### config.mk
export PLATFORM = sky130hd
export DESIGN_NAME = slow_control_readback
export DESIGN_NICKNAME = d
export VERILOG_FILES = /design/src/rtl/slow_control_readback.sv
export SDC_FILE = /design/constraint.sdc
export NUM_CORES = 1
export LEC_CHECK = 0
export BUFFER_PORTS_ARGS = -buffer_cell sky130_fd_sc_hd__buf_4
export CORE_ASPECT_RATIO = 1.4
export CORE_MARGIN = 2
export CORE_UTILIZATION = 65
export DETAILED_ROUTE_END_ITERATION = 12
export GPL_ROUTABILITY_DRIVEN = 0
export PLACE_DENSITY = 0.86
export SLEW_MARGIN = 20
export SYNTH_ARGS = -nofsm -noshare
export SYNTH_HDL_FRONTEND = slang
export SYNTH_SLANG_ARGS = --single-unit
### constraint.sdc
create_clock -name Clk -period 4 [get_ports Clk]
set_input_delay 0.6 -clock Clk [delete_from_list [all_inputs] [get_ports Clk]]
set_output_delay 0.6 -clock Clk [all_outputs]
set_load 0.02 [all_outputs]
### src/rtl/slow_control_readback.sv
// slow_control_readback: samples MICROROC SR_OUT on SR_CK rises and packs MSB-first 16-bit words for an external FIFO.
// Define READBACK_CRC_EN to add a CRC-16-CCITT of the returned stream on ReadbackCrc.
module slow_control_readback #(
    parameter int SC_BITS        = 592,
    parameter int RS_BITS        = 64,
    parameter int TIMEOUT_CYCLES = 4096
) (
    input  logic        Clk,
    input  logic        reset,
    input  logic        SlowControlOrReadScopeSelect,
    input  logic        ReadbackStart,
    input  logic        SerialClock,
    input  logic        SerialReset,
    input  logic        SerialDataIn,
    output logic        ExternalFifoWriteEn,
    output logic [15:0] ExternalFifoData,
    output logic        ReadbackBusy,
    output logic        ReadbackDone,
    output logic        ReadbackTimeout
`ifdef READBACK_CRC_EN
    ,
    output logic [15:0] ReadbackCrc
`endif
);
    localparam int MAX_BITS = SC_BITS > RS_BITS ? SC_BITS : RS_BITS;
    localparam int BW = $clog2(MAX_BITS + 1);
    localparam int WW = $clog2(TIMEOUT_CYCLES + 1);
    localparam logic [BW-1:0] SC_LEN = BW'(SC_BITS);
    localparam logic [BW-1:0] RS_LEN = BW'(RS_BITS);
    localparam logic [WW-1:0] WD_LAST = WW'(TIMEOUT_CYCLES - 1);

    typedef enum logic [1:0] {IDLE, SHIFT, FLUSH, DONE} state_t;
    state_t state, nextState;

    logic [1:0] clkSync, rstSync, datSync;
    logic clkPrev;
    logic [BW-1:0] bitCnt, bitLen;
    logic [3:0] wordCnt;
    logic [15:0] shiftReg;
    logic [WW-1:0] watchdog;
    logic pendWrite, flushWrite;
    logic rise, accept, serialRst, shiftEn, lastBit, expired;

    assign rise = clkSync[1] & ~clkPrev;
    assign accept = state == IDLE && ReadbackStart;
    assign serialRst = state == SHIFT && !rstSync[1];
    assign shiftEn = state == SHIFT && rstSync[1] && rise;
    assign lastBit = shiftEn && bitCnt + BW'(1) == bitLen;
    assign expired = state == SHIFT && !rise && watchdog == WD_LAST;

    always_ff @(posedge Clk) begin
        if (reset)
            state <= IDLE;
        else
            state <= nextState;
    end

    always_comb begin
        nextState = state == IDLE  ? (ReadbackStart ? SHIFT : IDLE) :
                    state == SHIFT ? (expired ? IDLE : lastBit ? FLUSH : SHIFT) :
                    state == FLUSH ? DONE : IDLE;
    end

    // After the last bit wordCnt holds N mod 16, so a nonzero value means a partial word remains
    always_comb begin
        ReadbackBusy = state != IDLE;
        flushWrite = state == FLUSH && wordCnt != 4'd0;
    end

    always_ff @(posedge Clk) begin
        if (reset) begin
            clkSync <= '0;
            rstSync <= '1;
            datSync <= '0;
            clkPrev <= 1'b0;
            bitLen <= '0;
            bitCnt <= '0;
            wordCnt <= '0;
            shiftReg <= '0;
            watchdog <= '0;
            pendWrite <= 1'b0;
            ExternalFifoWriteEn <= 1'b0;
            ExternalFifoData <= '0;
            ReadbackDone <= 1'b0;
            ReadbackTimeout <= 1'b0;
        end else begin
            clkSync <= {clkSync[0], SerialClock};
            rstSync <= {rstSync[0], SerialReset};
            datSync <= {datSync[0], SerialDataIn};
            clkPrev <= clkSync[1];
            pendWrite <= shiftEn && wordCnt == 4'd15;
            ExternalFifoWriteEn <= pendWrite || flushWrite;
            ExternalFifoData <= pendWrite ? shiftReg :
                                flushWrite ? shiftReg << (5'd16 - {1'b0, wordCnt}) : ExternalFifoData;
            ReadbackDone <= state == DONE;
            ReadbackTimeout <= expired;
            watchdog <= (accept || rise) ? '0 : state == SHIFT ? watchdog + WW'(1) : watchdog;
            if (accept)
                bitLen <= SlowControlOrReadScopeSelect ? SC_LEN : RS_LEN;
            if (accept || serialRst) begin
                bitCnt <= '0;
                wordCnt <= '0;
                shiftReg <= '0;
            end else if (shiftEn) begin
                bitCnt <= bitCnt + BW'(1);
                wordCnt <= wordCnt + 4'd1;
                shiftReg <= {shiftReg[14:0], datSync[1]};
            end
        end
    end

`ifdef READBACK_CRC_EN
    logic [15:0] crc, crcNext;

    assign crcNext = {crc[14:0], 1'b0} ^ ((crc[15] ^ datSync[1]) ? 16'h1021 : 16'h0000);
    assign ReadbackCrc = crc;

    always_ff @(posedge Clk) begin
        if (reset || accept || serialRst)
            crc <= '0;
        else if (shiftEn)
            crc <= crcNext;
    end
`endif
endmodule

==> results list <==
- Along the worst hold path, the cell count comes to 1.
- Reg-to-Reg End: ExternalFifoData[14]
* Maximum level of the CTS H-tree: 3
* Number of distinct library cells after synthesis: 58
* Clock edge transition at the registers on the reported setup and hold paths: approximately 0.090 ns
- Internal Power: between 1 and 1.5 mW
- The die covers approximately 6400 sq um.
- Finish-stage setup viols: 0
- Root Buffer Master: clkbuf_8
* Skew-Pair Late Insertion Delay: between 0.3 and 0.4 ns
- The signal on the critical path passes through inv_1 -> ha_1 -> mux2i_1 -> o22ai_1 -> mux4_2 -> a222oi_1 -> nor2_1.
* TritonCTS buffer count: 9
- The repair_antennas step left the layout with diodes totalling 0.
- For this run, the top clock speed supported by timing is approximately 340 MHz.
- IR Drop Worst-Case VDD: between 0.0003 and 0.0004 V
- Sequential cell area fraction in the yosys report: 39.3%
- The count of final hold-check violations is 0.
- At the pin with the least slew margin, the transition time is roughly 0.9 ns.
- Overflow after GRT: 0
* Cell with the most instances after synthesis: dfxtp_1
- In this run the cell area of the synthesized design comes to around 3800 sq um.
- Commonest cells post-synth: 74 x dfxtp_1, 61 x nand2_1, 49 x nor2_1
- Net count after synthesis: roughly 440
- Worst slack after detailed placement: roughly 1.2 ns
- Clock Path Buffers: 2
* CP Max Fanout: 22
* Arrival time worst endpoint: about 3.2 ns
- In this run, the combinational gates consume about 4.5% of the power.
- The detail route stage leaves a number of antenna-violating nets equal to 0.
- The worst pin sits at a relative slew slack of approximately two fifths.
- The worst hold path begins at rstSync[0].
- The number of antenna violations at the first check in global routing was 0.
- Dividing the detail-routed wire length by the instance count gives about 16 microns.
- Once layout is complete, the utilization of the core stands at between 70 and 80%.
* Row count: 32
- Share of flip-flops with an asynchronous set or reset after synthesis: 0%
- Half-perimeter wire length after placement: 5730 microns
* Core outline area: 5570 sq um
* Sw frac: approximately 25%
* Wire length of the first global-routing pass: approximately 14000 microns
* TritonCTS Sinks: 74
- Result of the run: complete, no violations
* Top FF cell, synth: dfxtp_1
- Net switching power figure: between 300 and 400 uW
- The path with the worst hold slack has its endpoint at rstSync[1].
- Number of synthesized register bits: 74
- Gate Count Post-Synth: between 400 and 500
- Setup repair after global routing left no endpoint under its margin.
- Most area-consuming cells after synthesis: dfxtp_1 39%, nand2_1 6.1%, nor2_1 4.9%, mux4_2 4.2%, mux2i_1 4.0%
- Global-route usage over all layers: approximately 29%
* Average cell area after synthesis: roughly 8.7 sq um
- For this run, design rule violations remaining after detail routing come to 0.
- Summed over its instances, the top area cell type makes up between 30% and 40% of the synthesized netlist area.
* Slew Viols, Final: 0
* # port buffers: 26
- For this run, the slowest stage of the critical path takes ~0.84 ns.
* Synth warnings: 0
- Clock network power share: a little over two fifths
- In this run the register-to-register setup slack is between 1 and 1.5 ns.
* Length of the first detailed-routing pass in iterations: 6
- The worst path meets setup with ~1.1 ns of slack.
* Slowest stage cell, crit path: ha_1
- The via count of the first global-routing pass came to between 3000 and 4000.
- In this run the power density over the cells is 346 nW/um^2.
- Horizontal extent of the die: approximately 68 microns
- Via Count: 3145
- Max-cap viol count: 0
- Summed over all cells, the static leakage comes to approximately 1.4 nW.
- Starting Density: about two thirds
- Fill cells in the final layout number 400.
* Area Overhead vs Synth: 9.50%
- On the final layout, the worst clock skew is between 0.009 and 0.01 ns.
* Net count of the finished layout: around 450
- Number of vias per cell after detailed routing: between 6 and 7
* R2R cell count: 7
- Cells with a size suffix above 1 make up between 10 and 15% of the layout.
- After clock tree synthesis, the setup repair step added 0 buffers.
- After layout, the worst path uses 72.5% of the clock period.
- Maximum number of pins on one net before global-route repair: 35
- Critical Path RT: roughly 4.3 ns
- The synthesized design contains 0 enable-type register cells.
- The detailed router finished its first iteration with between 150 and 200 violations.
- CTS tree: built
- Count of hold buffers inserted by post-cts repair: 0
- Kind of critical path: reg -> reg
- The floorplan step set the die height to 94.1 microns.
* Type of the most critical hold path: reg -> reg
- # IOs: 27
* Post-CTS resize count: 0
- The worst path needs about 2.9 ns of the cycle, external delays included.
- For this block, the routed nets add up to a little over 8000 microns of wire.
- After routing, the total negative slack on setup checks comes to 0 ns.
- The worst setup path is captured at a register.
* Critical path launch point type: register
- Sequential cell fraction of total power: 52.6%
- Startpoint of the worst register-to-register path: wordCnt[1]
* Cell taking the most area after synthesis: dfxtp_1
cells by family after synthesis:
family | count (synthesis) | synth area share [%]
AND/OR/NAND/NOR | 173 | 21.5
adder cells (fa/ha/maj) | 5 | 1.66
AO/OA/AOI/OAI | 84 | 14.9
buffers and inverters | 35 | 4.79
XOR/XNOR | 30 | 7.18
flip-flops | 74 | 39.3
multiplexers | 30 | 10.6
through the flow:
| step | cells | instance area (sq um) | hold slack (ns) | power (mW) |
|---|---|---|---|---|
| 6_report | 513 | 4120 | 0.413 | 1.43 |
| 5_1_grt | 513 | 4120 | 0.409 | 1.47 |
| 4_1_cts | 513 | 4120 | 0.412 | 1.43 |
| 3_5_place_dp | 497 | 3910 | 0.393 | 0.831 |
| 3_3_place_gp | 497 | 3910 | 0.393 | 0.829 |
| 2_1_floorplan | 431 | 3760 | 0.389 | 0.817 |
routing by layer:
layer	GRT usage (%)	up-vias	wire length, microns
met2	49.0	116	4350
met3	6.59	27	460
li1	-	1536	-
met1	31.3	1466	3170
met4	17.2	0	288
met5	0	-	0
power groups by stage:
stage          sequential, mW  combinational (mW)  clock [mW]
2_1_floorplan           0.765              0.0522           0
3_3_place_gp            0.768              0.0609           0
3_5_place_dp            0.769              0.0625           0
4_1_cts                 0.751              0.0628       0.617
5_1_grt                 0.753              0.0706       0.644
6_report                0.751              0.0636       0.612
registers in the layout (all words and copies together) (netlist names):
name,cells
ExternalFifoWriteEn,1
ReadbackTimeout,1
state,2
ExternalFifoData,16
watchdog,13
bitLen,2
clkPrev,1
pendWrite,1
ReadbackDone,1
bitCnt,10
shiftReg,16
datSync,2
wordCnt,4
clkSync,2
rstSync,2
layout make-up:
class / instances / area [sq um] / share of cell area [%]
clock inverters: 7 / 82.6 / 2.00
multi-input cells: 322 / 2110 / 51.3
clock buffers: 9 / 124 / 3.00
well taps: 68 / 85.1 / 2.06
flip-flops and latches: 74 / 1480 / 35.9
repair buffers: 29 / 218 / 5.28
inverters: 4 / 17.5 / 0.425
worst max path at each step:
stage                           end  startpoint  depth (start not counted)
2_1_floorplan  ExternalFifoData[14]  wordCnt[0]                          9
3_3_place_gp   ExternalFifoData[14]  wordCnt[1]                          7
3_5_place_dp   ExternalFifoData[14]  wordCnt[1]                          7
4_1_cts        ExternalFifoData[14]  wordCnt[1]                          7
5_1_grt        ExternalFifoData[14]  wordCnt[1]                          7
6_report       ExternalFifoData[14]  wordCnt[1]                          7
worst max-delay path: cells and delay by family, from the launching register on:
family | cells | cell delay (ns)
AO/OA/AOI/OAI | 2 | 0.47
buffers and inverters | 1 | 0.07
adder cells (fa/ha/maj) | 1 | 0.84
AND/OR/NAND/NOR | 1 | 0.06
multiplexers | 2 | 0.88
flip-flops | 1 | 0.46
cell usage in the layout, fill, tap and decap left out, types with 3 or more instances in the layout:
cell type | Yosys | final
nand4_1 | 7 | 7
mux2i_1 | 15 | 15
a221oi_1 | 5 | 5
or2_2 | 3 | 3
o22ai_1 | 4 | 4
xor2_1 | 16 | 16
nor2_1 | 49 | 49
mux2_2 | 4 | 4
and3_1 | 3 | 3
inv_1 | 3 | 3
a211oi_1 | 10 | 10
dfxtp_1 | 74 | 74
ha_1 | 5 | 5
nand2_1 | 61 | 61
nor3_1 | 8 | 8
mux2_1 | 4 | 4
o21ai_0 | 9 | 9
nand3_1 | 10 | 10
a22oi_1 | 10 | 10
buf_4 | 2 | 29
or3_1 | 8 | 8
xnor2_1 | 13 | 13
nor2b_1 | 9 | 9
a21oi_1 | 27 | 27
clkbuf_8 | 0 | 9
inv_6 | 0 | 3
mux4_2 | 7 | 7
Power figures use the tool's default switching activity.
